<file path="config.mk">
export PLATFORM = sky130hd
export DESIGN_NAME = mem_arbiter
export DESIGN_NICKNAME = d
export VERILOG_FILES = /design/src/rtl/mem_arbiter.sv
export SDC_FILE = /design/constraint.sdc
export NUM_CORES = 1
export LEC_CHECK = 0
export BUFFER_PORTS_ARGS = -buffer_cell sky130_fd_sc_hd__buf_2
export CORE_MARGIN = 2
export CORE_UTILIZATION = 40
export CTS_BUF_LIST = sky130_fd_sc_hd__clkbuf_8 sky130_fd_sc_hd__clkbuf_16
export DETAILED_ROUTE_END_ITERATION = 10
export PLACE_DENSITY = 0.68
export REMOVE_ABC_BUFFERS = 1
export SYNTH_ARGS = -nofsm -noshare
export SYNTH_HDL_FRONTEND = slang
export SYNTH_SLANG_ARGS = --single-unit
</file>
<file path="constraint.sdc">
create_clock -name clk -period 2.29 [get_ports clk]
set_input_delay 0.3435 -clock clk [delete_from_list [all_inputs] [get_ports clk]]
set_output_delay 0.3435 -clock clk [all_outputs]
set_load 0.005 [all_outputs]
</file>
<file path="src/rtl/mem_arbiter.sv">
// Two-port arbiter and sequencer for a shared single-port memory with registered read.
// Serialises accesses, drives the memory from registers and returns read data to the owner.
module mem_arbiter #(
  parameter int unsigned ADDR_WIDTH = 16,
  parameter int unsigned DATA_WIDTH = 8,
  parameter int unsigned FIXED_PRIO = 0
) (
  input  logic                  clk,
  input  logic                  rst,
  input  logic                  req0,
  input  logic                  rw0,
  input  logic [ADDR_WIDTH-1:0] addr0,
  input  logic [DATA_WIDTH-1:0] wdata0,
  output logic                  gnt0,
  output logic                  rvalid0,
  output logic [DATA_WIDTH-1:0] rdata0,
  input  logic                  req1,
  input  logic                  rw1,
  input  logic [ADDR_WIDTH-1:0] addr1,
  input  logic [DATA_WIDTH-1:0] wdata1,
  output logic                  gnt1,
  output logic                  rvalid1,
  output logic [DATA_WIDTH-1:0] rdata1,
  output logic                  mem_rw,
  output logic [ADDR_WIDTH-1:0] mem_addr,
  output logic [DATA_WIDTH-1:0] mem_data,
  input  logic [DATA_WIDTH-1:0] mem_q
);

  typedef enum logic [1:0] {
    IDLE   = 2'd0,
    BUSY   = 2'd1,
    RETURN = 2'd2
  } state_t;

  state_t state;
  logic   last_grant;
  logic   owner;
  logic   win_c;

  // Winner among the active requests; a tie goes to the port that did not win last
  always_comb begin
    win_c = 1'b0;
    if (req0 && req1) begin
      win_c = (FIXED_PRIO != 0) ? 1'b0 : ~last_grant;
    end else begin
      win_c = req1;
    end
  end

  always_ff @(posedge clk) begin
    if (rst) begin
      state      <= IDLE;
      last_grant <= 1'b1;
      owner      <= 1'b0;
      gnt0       <= 1'b0;
      gnt1       <= 1'b0;
      rvalid0    <= 1'b0;
      rvalid1    <= 1'b0;
      rdata0     <= '0;
      rdata1     <= '0;
      mem_rw     <= 1'b0;
      mem_addr   <= '0;
      mem_data   <= '0;
    end else begin
      gnt0    <= 1'b0;
      gnt1    <= 1'b0;
      rvalid0 <= 1'b0;
      rvalid1 <= 1'b0;
      mem_rw  <= 1'b0;
      case (state)
        IDLE: begin
          if (req0 || req1) begin
            owner      <= win_c;
            last_grant <= win_c;
            mem_rw     <= win_c ? rw1 : rw0;
            mem_addr   <= win_c ? addr1 : addr0;
            mem_data   <= win_c ? wdata1 : wdata0;
            gnt0       <= ~win_c;
            gnt1       <= win_c;
            state      <= BUSY;
          end
        end
        // mem_rw still holds the direction of the access being performed
        BUSY: state <= mem_rw ? IDLE : RETURN;
        RETURN: begin
          if (owner) begin
            rdata1  <= mem_q;
            rvalid1 <= 1'b1;
          end else begin
            rdata0  <= mem_q;
            rvalid0 <= 1'b1;
          end
          state <= IDLE;
        end
        default: state <= IDLE;
      endcase
    end
  end

endmodule

</file>
==> run metrics, run 1 <==
largest net degree at the start of global routing=27; non-filler instance count after layout=389; Die X=77.1 µm; Most used DFF post-synth=dfxtp_1; Layout area overhead=30.3%; Final period util=65.9%; initial antenna violation count=0; Worst Tran Pin Value=0.568 ns; DR DRC count=0; fin nets=380; post-route antenna net violation count=0; Die Ht=77.1 µm; IO Count=107; hold slack=0.301 ns; RePlAce Congestion=0.726; P per Cell Area=683 nW/µm²; NetSw=0.000522 W; yosys warns=0; via count=1,895; Period minus WS final=1.51 ns; Crit path largest cell delay=0.40 ns; RSZ-0062 raised after global routing=false; Slew headroom=62.0%; total CTS buffers=5; worst clock skew=0.00801 ns; status=finished, final reports clean; post-cts sizing count=0; maximum fanout along the worst path=18; critical path type=flop to flop; Initial Utilization=41.6%; Worst setup EP type=flop; Yosys reg bits=49; Sw Ratio=27.4%; site row count=26; Logic pwr share=21.0%; CP cell instances=a21boi_2, buf_4, nand2_1, a311oi_2; HP Class=input port to flop; post-synth cell types=27; Post-synth EDFFs=0; Ant. Diodes=0; worst path required time=2.50 ns; detailed-placement wirelength estimate=3850 µm; Fillers=523; Yosys top cell by area=dfxtp_1; worst IR drop on VDD=0.271 mV; Worst-path clk slew=0.09 ns; CP arrival=1.72 ns; P_leak=1.34 nW; Crit path max-delay family=compound AO/OA/AOI/OAI gates; mean post-synth cell area=9.85 µm²; Slew Limit Fails=0; Post-CTS Hold Buffers=0; Final Hold Fails=0; Int Power=0.00138 W; grt total ovfl=0; fraction of registers with async set/reset=0%; drt total wl=5160 µm; CP Buf/Inv Count=1; via/cell ratio=4.87; Initial DRT Pass Iterations=5; gate count of the mapped netlist=217; share of cells above drive strength 1=46.4%; Pwr Total=0.00190 W; Multi-input gate area=1020 µm²; FF/Latch Area=981 µm²; vias in the first global route=1,818; Longest Clk Path Bufs=2; IO buf count=106; sequential area share after synthesis=45.9%; Root Driver=clkbuf_8; TNS Setup=0 ns; clock power share=28.6%; All-Layer GR Usage=17.7%; Critical-path top delay cell=a21boi_2; fmax=663 MHz; CTS tree=done; top cell type's share of synthesized area=45.9%; Initial DRC Count=46; first-pass GRT wire length=8450 µm; H-tree depth=2; clock latency on the worst-skew pair=0.30 ns; count of max-cap constraint violations=0; final setup fails=0; Cells after DPL=381; Mapped Area=2140 µm²; post-CTS setup buffer count=0; Synth area leaders=dfxtp_1 (46%), a311oi_2 (13%), nand2_1 (8.6%), mux2i_1 (8.0%), a21oi_1 (5.6%); core area=5140 µm²; Wirelength per Cell=13.3 µm; Sequential Power Share=50.4%; Post-synth top cells=dfxtp_1 (49), nand2_1 (49), a21oi_1 (24), a311oi_2 (18), nor2_1 (18); Startpoint Class=flop; Num Clock Sinks=49; Die ar.=5940 µm²
==> stage by stage <==
step / util, % / worst slack, ns / instance area, µm²
after floorplan: - / 0.544 / 2000
after global placement: 52.2 / 0.671 / 2680
after detailed placement: 52.2 / 0.653 / 2680
after CTS: 54.2 / 0.757 / 2790
after global routing: 54.2 / 0.644 / 2790
final: 54.2 / 0.781 / 2790
==> state kept, by name, indices dropped and copies added, names as in the netlist, 2 cells and up <==
register and count:
mem_addr 16, state 2, mem_data 8, rdata1 8, rdata0 8
==> worst min-delay path, delay by kind of cell <==
family / cells / cell delay [ns]
AOI/OAI and AO/OA: 1 / 0.07
and+or+nand+nor: 1 / 0.05
buffers and inverters: 1 / 0.10
==> placed cells by master, fill, tap and decap left out, types with 4 or more instances in the layout <==
| cell type | count |
|---|---|
| mux2i_1 | 17 |
| nor2_1 | 18 |
| buf_2 | 106 |
| a21oi_1 | 24 |
| dfxtp_1 | 49 |
| nand2_1 | 49 |
| clkbuf_8 | 7 |
| a311oi_2 | 18 |
| a311oi_1 | 4 |
| buf_4 | 8 |
==> layer usage <==
metal | vias to the layer above | global-route usage [%] | share of wire, %
met5 | - | 0 | 0
met4 | 0 | 5.36 | 0.93
met3 | 5 | 4.35 | 7.6
met2 | 86 | 29.8 | 46
met1 | 838 | 22.2 | 45
li1 | 966 | - | -
==> logic make-up (layout without fill, tap and decap cells) <==
family / count (synthesis) / in the layout / synth area share (%)
AO/OA/AOI/OAI: 53 / 53 / 24.6
flip-flops: 49 / 49 / 45.9
buffers and inverters: 20 / 122 / 6.38
AND/OR/NAND/NOR: 78 / 78 / 15.2
multiplexers: 17 / 17 / 7.96
==> power groups by stage <==
stage	Combinational [W]	Clock [W]	Sequential (W)
after floorplan	0.000212	0	0.000977
after global placement	0.000399	0	0.000977
after detailed placement	0.000405	0	0.000977
after CTS	0.000405	0.000563	0.000958
after global routing	0.000442	0.000593	0.000966
final	0.000400	0.000544	0.000958
==> final timing paths <==
path,from,endpoint,slack (ns),cells past startpoint
worst max-delay path,last_grant,mem_data[7],0.78,4
worst min-delay path,addr0[3],mem_addr[3],0.30,3
worst max register to register,last_grant,mem_data[7],0.78,4
worst min register to register,mem_rw,state[1],0.45,1
==> cell type report <==
class / count / share of cell area, %
sequential: 49 / 35.2
timing repair buffer: 114 / 21.2
clock inverter: 1 / 0.180
clock buffer: 7 / 3.46
tap: 70 / 3.14
multi-input combinational: 148 / 36.8
Power figures use the tool's default switching activity.
==> run 2, diff against run 1 <==
PLACE_DENSITY = 0.71   (was 0.68)
clock period = 1.3 ns   (was 2.29 ns; I/O delays follow)
==> run 2 against run 1 <==
Count of clock-buffer cells in the layout unchanged; via count up 3.0%; cell count up 1.8%; flip-flop and latch count unchanged; wire length up 4.5%; worst hold slack worse by 0.16 ns; first-iteration DRC count up 20%; sequential power up 76%; global-route usage up 0.73 points; clock skew up 0.0046 ns; sequential share of layout area down 1.4 points; non-clock buffer count up 6; critical endpoint is now mem_data[6].
==> run metrics, run 2 (same netlist as run 1, synthesis figures left out) <==
Die Ht=77.1 µm (unchanged); P_leak=1.39 nW (+4.2%); grt total ovfl=0 (unchanged); H-tree depth=2 (unchanged); critical path type=flop to flop; final setup fails=0 (unchanged); via count=1,952 (+3.0%); Pwr Total=0.00345 W (+81%); fmax=813 MHz (+23%); Layout area overhead=35.9%; status=finished, final reports clean; Finished Cell Area=2910 µm² (+4.3%); Worst Tran Pin Value=0.478 ns (-0.0898 ns); RePlAce Congestion=0.719 (-0.98%); Initial DRT Pass Iterations=4 (-1); vias in the first global route=1,894 (+4.2%); Crit path largest cell delay=0.41 ns (about the same); worst IR drop on VDD=0.653 mV (+140%); hold_sp=mem_q[2]; most frequent cells in the layout=buf_2 (106), nand2_1 (49), dfxtp_1 (48); placed inst area=2780 µm² (+3.5%); HP Class=input port to flop; post-route antenna net violation count=0 (unchanged); site row count=26 (unchanged); initial antenna violation count=0 (unchanged); Slew headroom=68.1% (+6.1 points); P per Cell Area=1190 nW/µm² (+74%); Final period util=94.6% (+29 points); maximum fanout along the worst path=12 (-6); Setup crit start=state[0]; clock latency on the worst-skew pair=0.30 ns (about the same); most common cell after layout, fill and taps aside=buf_2; Root Driver=clkbuf_8; Critical-path top delay cell=and2_2; CP Buf/Inv Count=0 (-1); most flop-heavy register=mem_addr; All-Layer GR Usage=18.4% (+0.73 points); Ant. Diodes=0 (unchanged); CTS tree=done; Slew Limit Fails=0 (unchanged); total CTS buffers=5 (unchanged); RSZ-0062 raised after global routing=false; worst clock skew=0.0126 ns (+0.00464 ns); drt total wl=5400 µm (+4.5%); Worst-path clk slew=0.09 ns (about the same); Fillers=492 (-5.9%); Num Clock Sinks=49 (unchanged); DR DRC count=0 (unchanged); R2R Setup Slk=0.07 ns (-0.71 ns); Worst setup EP type=flop; share of cells above drive strength 1=47.9% (+1.5 points); worst flop-to-flop path startpoint=state[0]; via/cell ratio=4.93 (+1.2%); Place WS=-0.00978 ns (-0.663 ns); core area=5140 µm² (unchanged); Period minus WS final=1.23 ns (-0.279 ns); CP arrival=1.40 ns (-0.32 ns); IO Count=107 (unchanged); Final WS setup=0.0702 ns (-0.711 ns); fin nets=387 (+1.8%); count of max-cap constraint violations=0 (unchanged); Wirelength per Cell=13.6 µm (+2.6%); first-pass GRT wire length=8750 µm (+3.5%); Die ar.=5940 µm² (unchanged); Die X=77.1 µm (unchanged); Initial DRC Count=55 (+20%); TNS Setup=0 ns (unchanged); Crit path max-delay family=simple AND/OR/NAND/NOR gates; Initial Utilization=41.6% (unchanged); IO buf count=106 (unchanged); Startpoint Class=flop; Final Hold Fails=0 (unchanged); post-CTS setup buffer count=0 (unchanged); Longest Clk Path Bufs=2 (unchanged); detailed-placement wirelength estimate=3880 µm (+0.97%); CP cell instances=nor2_4, and2_2, a311oi_2; largest net degree at the start of global routing=27 (unchanged); worst path required time=1.47 ns (-1.03 ns); max reg flops=16 (unchanged)
-- run 2: path summary, 6_finish.rpt --
path,cells after the start,to
max,3,mem_data[6]
min,3,rdata1[2]
max reg2reg,3,mem_data[6]
min reg2reg,1,state[1]
-- run 2: metrics by stage --
stage / util, % / hold WS [ns] / cells
2_1_floorplan: - / 0.260 / 197
3_3_place_gp: 54.1 / 0.446 / 387
3_5_place_dp: 54.1 / 0.432 / 387
4_1_cts: 56.2 / 0.138 / 395
5_1_grt: 56.5 / 0.131 / 396
6_report: 56.5 / 0.143 / 396
-- run 2: area by class of cell --
| class | instances | area (µm²) | area share [%] |
|---|---|---|---|
| Timing Repair Buffer | 120 | 693 | 23.9 |
| Sequential cell | 49 | 982 | 33.8 |
| Tap cell | 70 | 87.6 | 3.01 |
| Multi-Input combinational cell | 149 | 1040 | 35.7 |
| Clock inverter | 1 | 8.76 | 0.301 |
| Clock buffer | 7 | 96.3 | 3.32 |
-- run 2: layer usage --
layer | part of all wire, % | routed length [µm] | track usage (%) | up-vias
met5 | 0 | 0 | 0 | -
met4 | 0.87 | 47 | 6.79 | 0
met2 | 48 | 2570 | 30.2 | 101
met3 | 7.4 | 401 | 3.88 | 6
li1 | - | - | - | 980
met1 | 44 | 2380 | 23.8 | 865
-- run 2: worst register-to-register path, stage by stage (launching register included) --
cell and delay [ns]:
dfxtp_1 0.37, nor2_4 0.16, and2_2 0.41, a311oi_2 0.16
-- run 2: report_power, final --
| group | switching [W] | internal (W) |
|---|---|---|
| clock network | 0.000505 | 0.000492 |
| registers | 0.0000693 | 0.00162 |
| logic | 0.000392 | 0.000371 |
-- run 2: what timing repair did --
action / in CTS / in global routing
hold buffers: 0 / 0
pin swaps: 1 / 0
setup endpoints to repair: 1 / 25
cloned: 0 / 1
gates resized for setup: 1 / 3
==> run 3, diff against run 2 <==
ABC_AREA = 1   (was unset)
BUFFER_PORTS_ARGS = unset   (was -buffer_cell sky130_fd_sc_hd__buf_2)
DONT_BUFFER_PORTS = 1   (was unset)
PLACE_DENSITY = 0.53   (was 0.71)
==> run 3 against run 2 <==
First-iteration DRC count is 38% higher; flip-flop and latch count unchanged; combinational power shrank 37%; worst hold slack worse by 0.11 ns; wire length is 15% lower; final area down 18%; cell count shrank 3.0%; utilization fell by 9.4 points; critical endpoint unchanged; highest routed layer unchanged.
==> run metrics, run 3 <==
CP cell instances=inv_1, nand2_2, nor2_4, buf_4, clkbuf_16, o21ai_0, nor2_1; All-Layer GR Usage=16.6% (-1.8 points); Period minus WS final=1.17 ns (-0.0553 ns); RePlAce Congestion=0.733 (+2.0%); Initial DRT Pass Iterations=3 (-1); Die X=76.4 µm (-0.87%); first-pass GRT wire length=7980 µm (-8.8%); Root Driver=clkbuf_8; Worst setup EP type=flop; vias in the first global route=1,779 (-6.1%); yosys warns=0 (unchanged); Synth area leaders=dfxtp_1 (47%), inv_1 (11%), nand2_1 (10%), nor2_1 (8.1%), o21ai_0 (7.2%); Pwr Total=0.00345 W (+0.15%); Ant. Diodes=0 (unchanged); detailed-placement wirelength estimate=3290 µm (-15%); count of max-cap constraint violations=0 (unchanged); share of cells above drive strength 1=7.64% (-40 points); fmax=851 MHz (+4.7%); via count=1,800 (-7.8%); largest net degree at the start of global routing=30 (+11%); Die Ht=76.4 µm (-0.87%); clock latency on the worst-skew pair=0.30 ns (about the same); H-tree depth=2 (unchanged); P per Cell Area=1440 nW/µm² (+22%); Place WS=0.105 ns (+0.114 ns); Die ar.=5840 µm² (-1.7%); maximum fanout along the worst path=8 (-4); via/cell ratio=4.69 (-4.9%); Final period util=90.3% (-4.3 points); mean post-synth cell area=6.77 µm² (-31%); worst IR drop on VDD=0.511 mV (-22%); Yosys top cell by area=dfxtp_1; fin nets=375 (-3.1%); Slew headroom=64.2% (-4.0 points); Final WS setup=0.125 ns (+0.0553 ns); max reg flops=16 (unchanged); Most used DFF post-synth=dfxtp_1; Critical-path top delay cell=dfxtp_2; top cell type's share of synthesized area=46.8% (+0.85 points); Longest Clk Path Bufs=2 (unchanged); CP Buf/Inv Count=3 (+3); Wirelength per Cell=12.0 µm (-12%); P_leak=1.12 nW (-20%); gate count of the mapped netlist=310 (+43%); Initial DRC Count=76 (+38%); worst path required time=1.54 ns (+0.07 ns); RSZ-0062 raised after global routing=false; sequential area share after synthesis=46.8% (+0.85 points); most frequent cell after synthesis=inv_1; post-route antenna net violation count=0 (unchanged); Post-synth top cells=inv_1 (59), nand2_1 (56), dfxtp_1 (49), nor2_1 (45), o21ai_0 (30); Final Hold Fails=0 (unchanged); Crit path max-delay family=simple AND/OR/NAND/NOR gates; IO Count=107 (unchanged); worst clock skew=0.00478 ns (-0.00787 ns); most flop-heavy register=mem_addr; drt total wl=4590 µm (-15%); fraction of registers with async set/reset=0% (unchanged); most common cell after layout, fill and taps aside=inv_1; DR DRC count=0 (unchanged); core area=5070 µm² (-1.3%); most frequent cells in the layout=inv_1 (58), nand2_1 (55), dfxtp_1 (48); Initial Utilization=41.3% (-0.23 points); status=finished, final reports clean; grt total ovfl=0 (unchanged); Post-synth EDFFs=0 (unchanged); final setup fails=0 (unchanged); Mapped Area=2100 µm² (-1.8%); Crit path largest cell delay=0.35 ns (-0.06 ns); Yosys reg bits=49 (unchanged); HP Class=input port to flop; Layout area overhead=14.0%; post-synth cell types=15 (-44%); Worst-path clk slew=0.09 ns (about the same); site row count=26 (unchanged); total CTS buffers=5 (unchanged); CTS tree=done; Slew Limit Fails=0 (unchanged); Startpoint Class=flop; Num Clock Sinks=49 (unchanged); Worst Tran Pin Value=0.536 ns (+0.0577 ns); CP arrival=1.41 ns (about the same); IO buf count=0 (-100%); initial antenna violation count=0 (unchanged); critical path type=flop to flop
-- run 3: cell types whose count changed after synthesis, moves of 17 or more --
cell	delta
nor2_1	+27
a311oi_2	-18
inv_1	+59
mux2i_1	-17
nand3_1	+24
o21ai_0	+30
-- run 3: power by group --
| part | switching [W] | internal, W | leakage (nW) | total, W |
|---|---|---|---|---|
| Combinational | 0.000273 | 0.000208 | 0.648 | 0.000481 |
| Clock | 0.000499 | 0.000764 | 0.0681 | 0.00126 |
| Sequential | 0.0000875 | 0.00162 | 0.403 | 0.00171 |
-- run 3: final cells by class --
class	count	area (µm²)
clock buffers	5	68.8
clock inverters	3	65.1
fillers	568	2680
inverters	59	221
multi-input cells	185	810
flip-flops and latches	49	982
well taps	70	87.6
repair buffers	13	158
-- run 3: final timing paths --
path,start,end,slack (ns),depth (start not counted)
max,state[1],mem_data[6],0.13,7
min,rw0,mem_rw,0.04,2
max reg2reg,state[1],mem_data[6],0.13,7
min reg2reg,state[1],state[1],0.45,1
-- run 3: per-stage QoR --
stage | TNS [ns] | std cells | utilization [%] | cell area (µm²) | hold slack (ns)
floorplan | -10.79 | 293 | - | 2000 | 0.264
global placement | 0 | 373 | 43.2 | 2190 | 0.266
detailed placement | 0 | 373 | 43.2 | 2190 | 0.268
CTS | 0 | 382 | 46.0 | 2340 | 0.0275
global route | 0 | 384 | 47.1 | 2390 | 0.0259
finish | 0 | 384 | 47.1 | 2390 | 0.0377
-- run 3: logic make-up (layout without fill, tap and decap cells) --
group | Yosys count | after routing | share of synthesized area (%)
AO/OA/AOI/OAI | 58 | 58 | 13.8
buffers and inverters | 76 | 80 | 15.0
flip-flops | 49 | 49 | 46.8
AND/OR/NAND/NOR | 127 | 127 | 24.4
-- run 3: what timing repair did --
action                     in CTS  in global routing
hold endpoints to repair       14                  0
hold buffers                    1                  0
setup endpoints to repair       0                 26
gates resized for setup         0                  8
setup buffers                   0                  1
-- run 3: routing by layer --
| metal | track usage (%) | vias up | wire length [µm] |
|---|---|---|---|
| met4 | 5.64 | 0 | 58 |
| met1 | 18.7 | 790 | 1940 |
| met3 | 6.52 | 4 | 394 |
| li1 | - | 947 | - |
| met5 | 0 | - | 0 |
| met2 | 28.7 | 59 | 2190 |
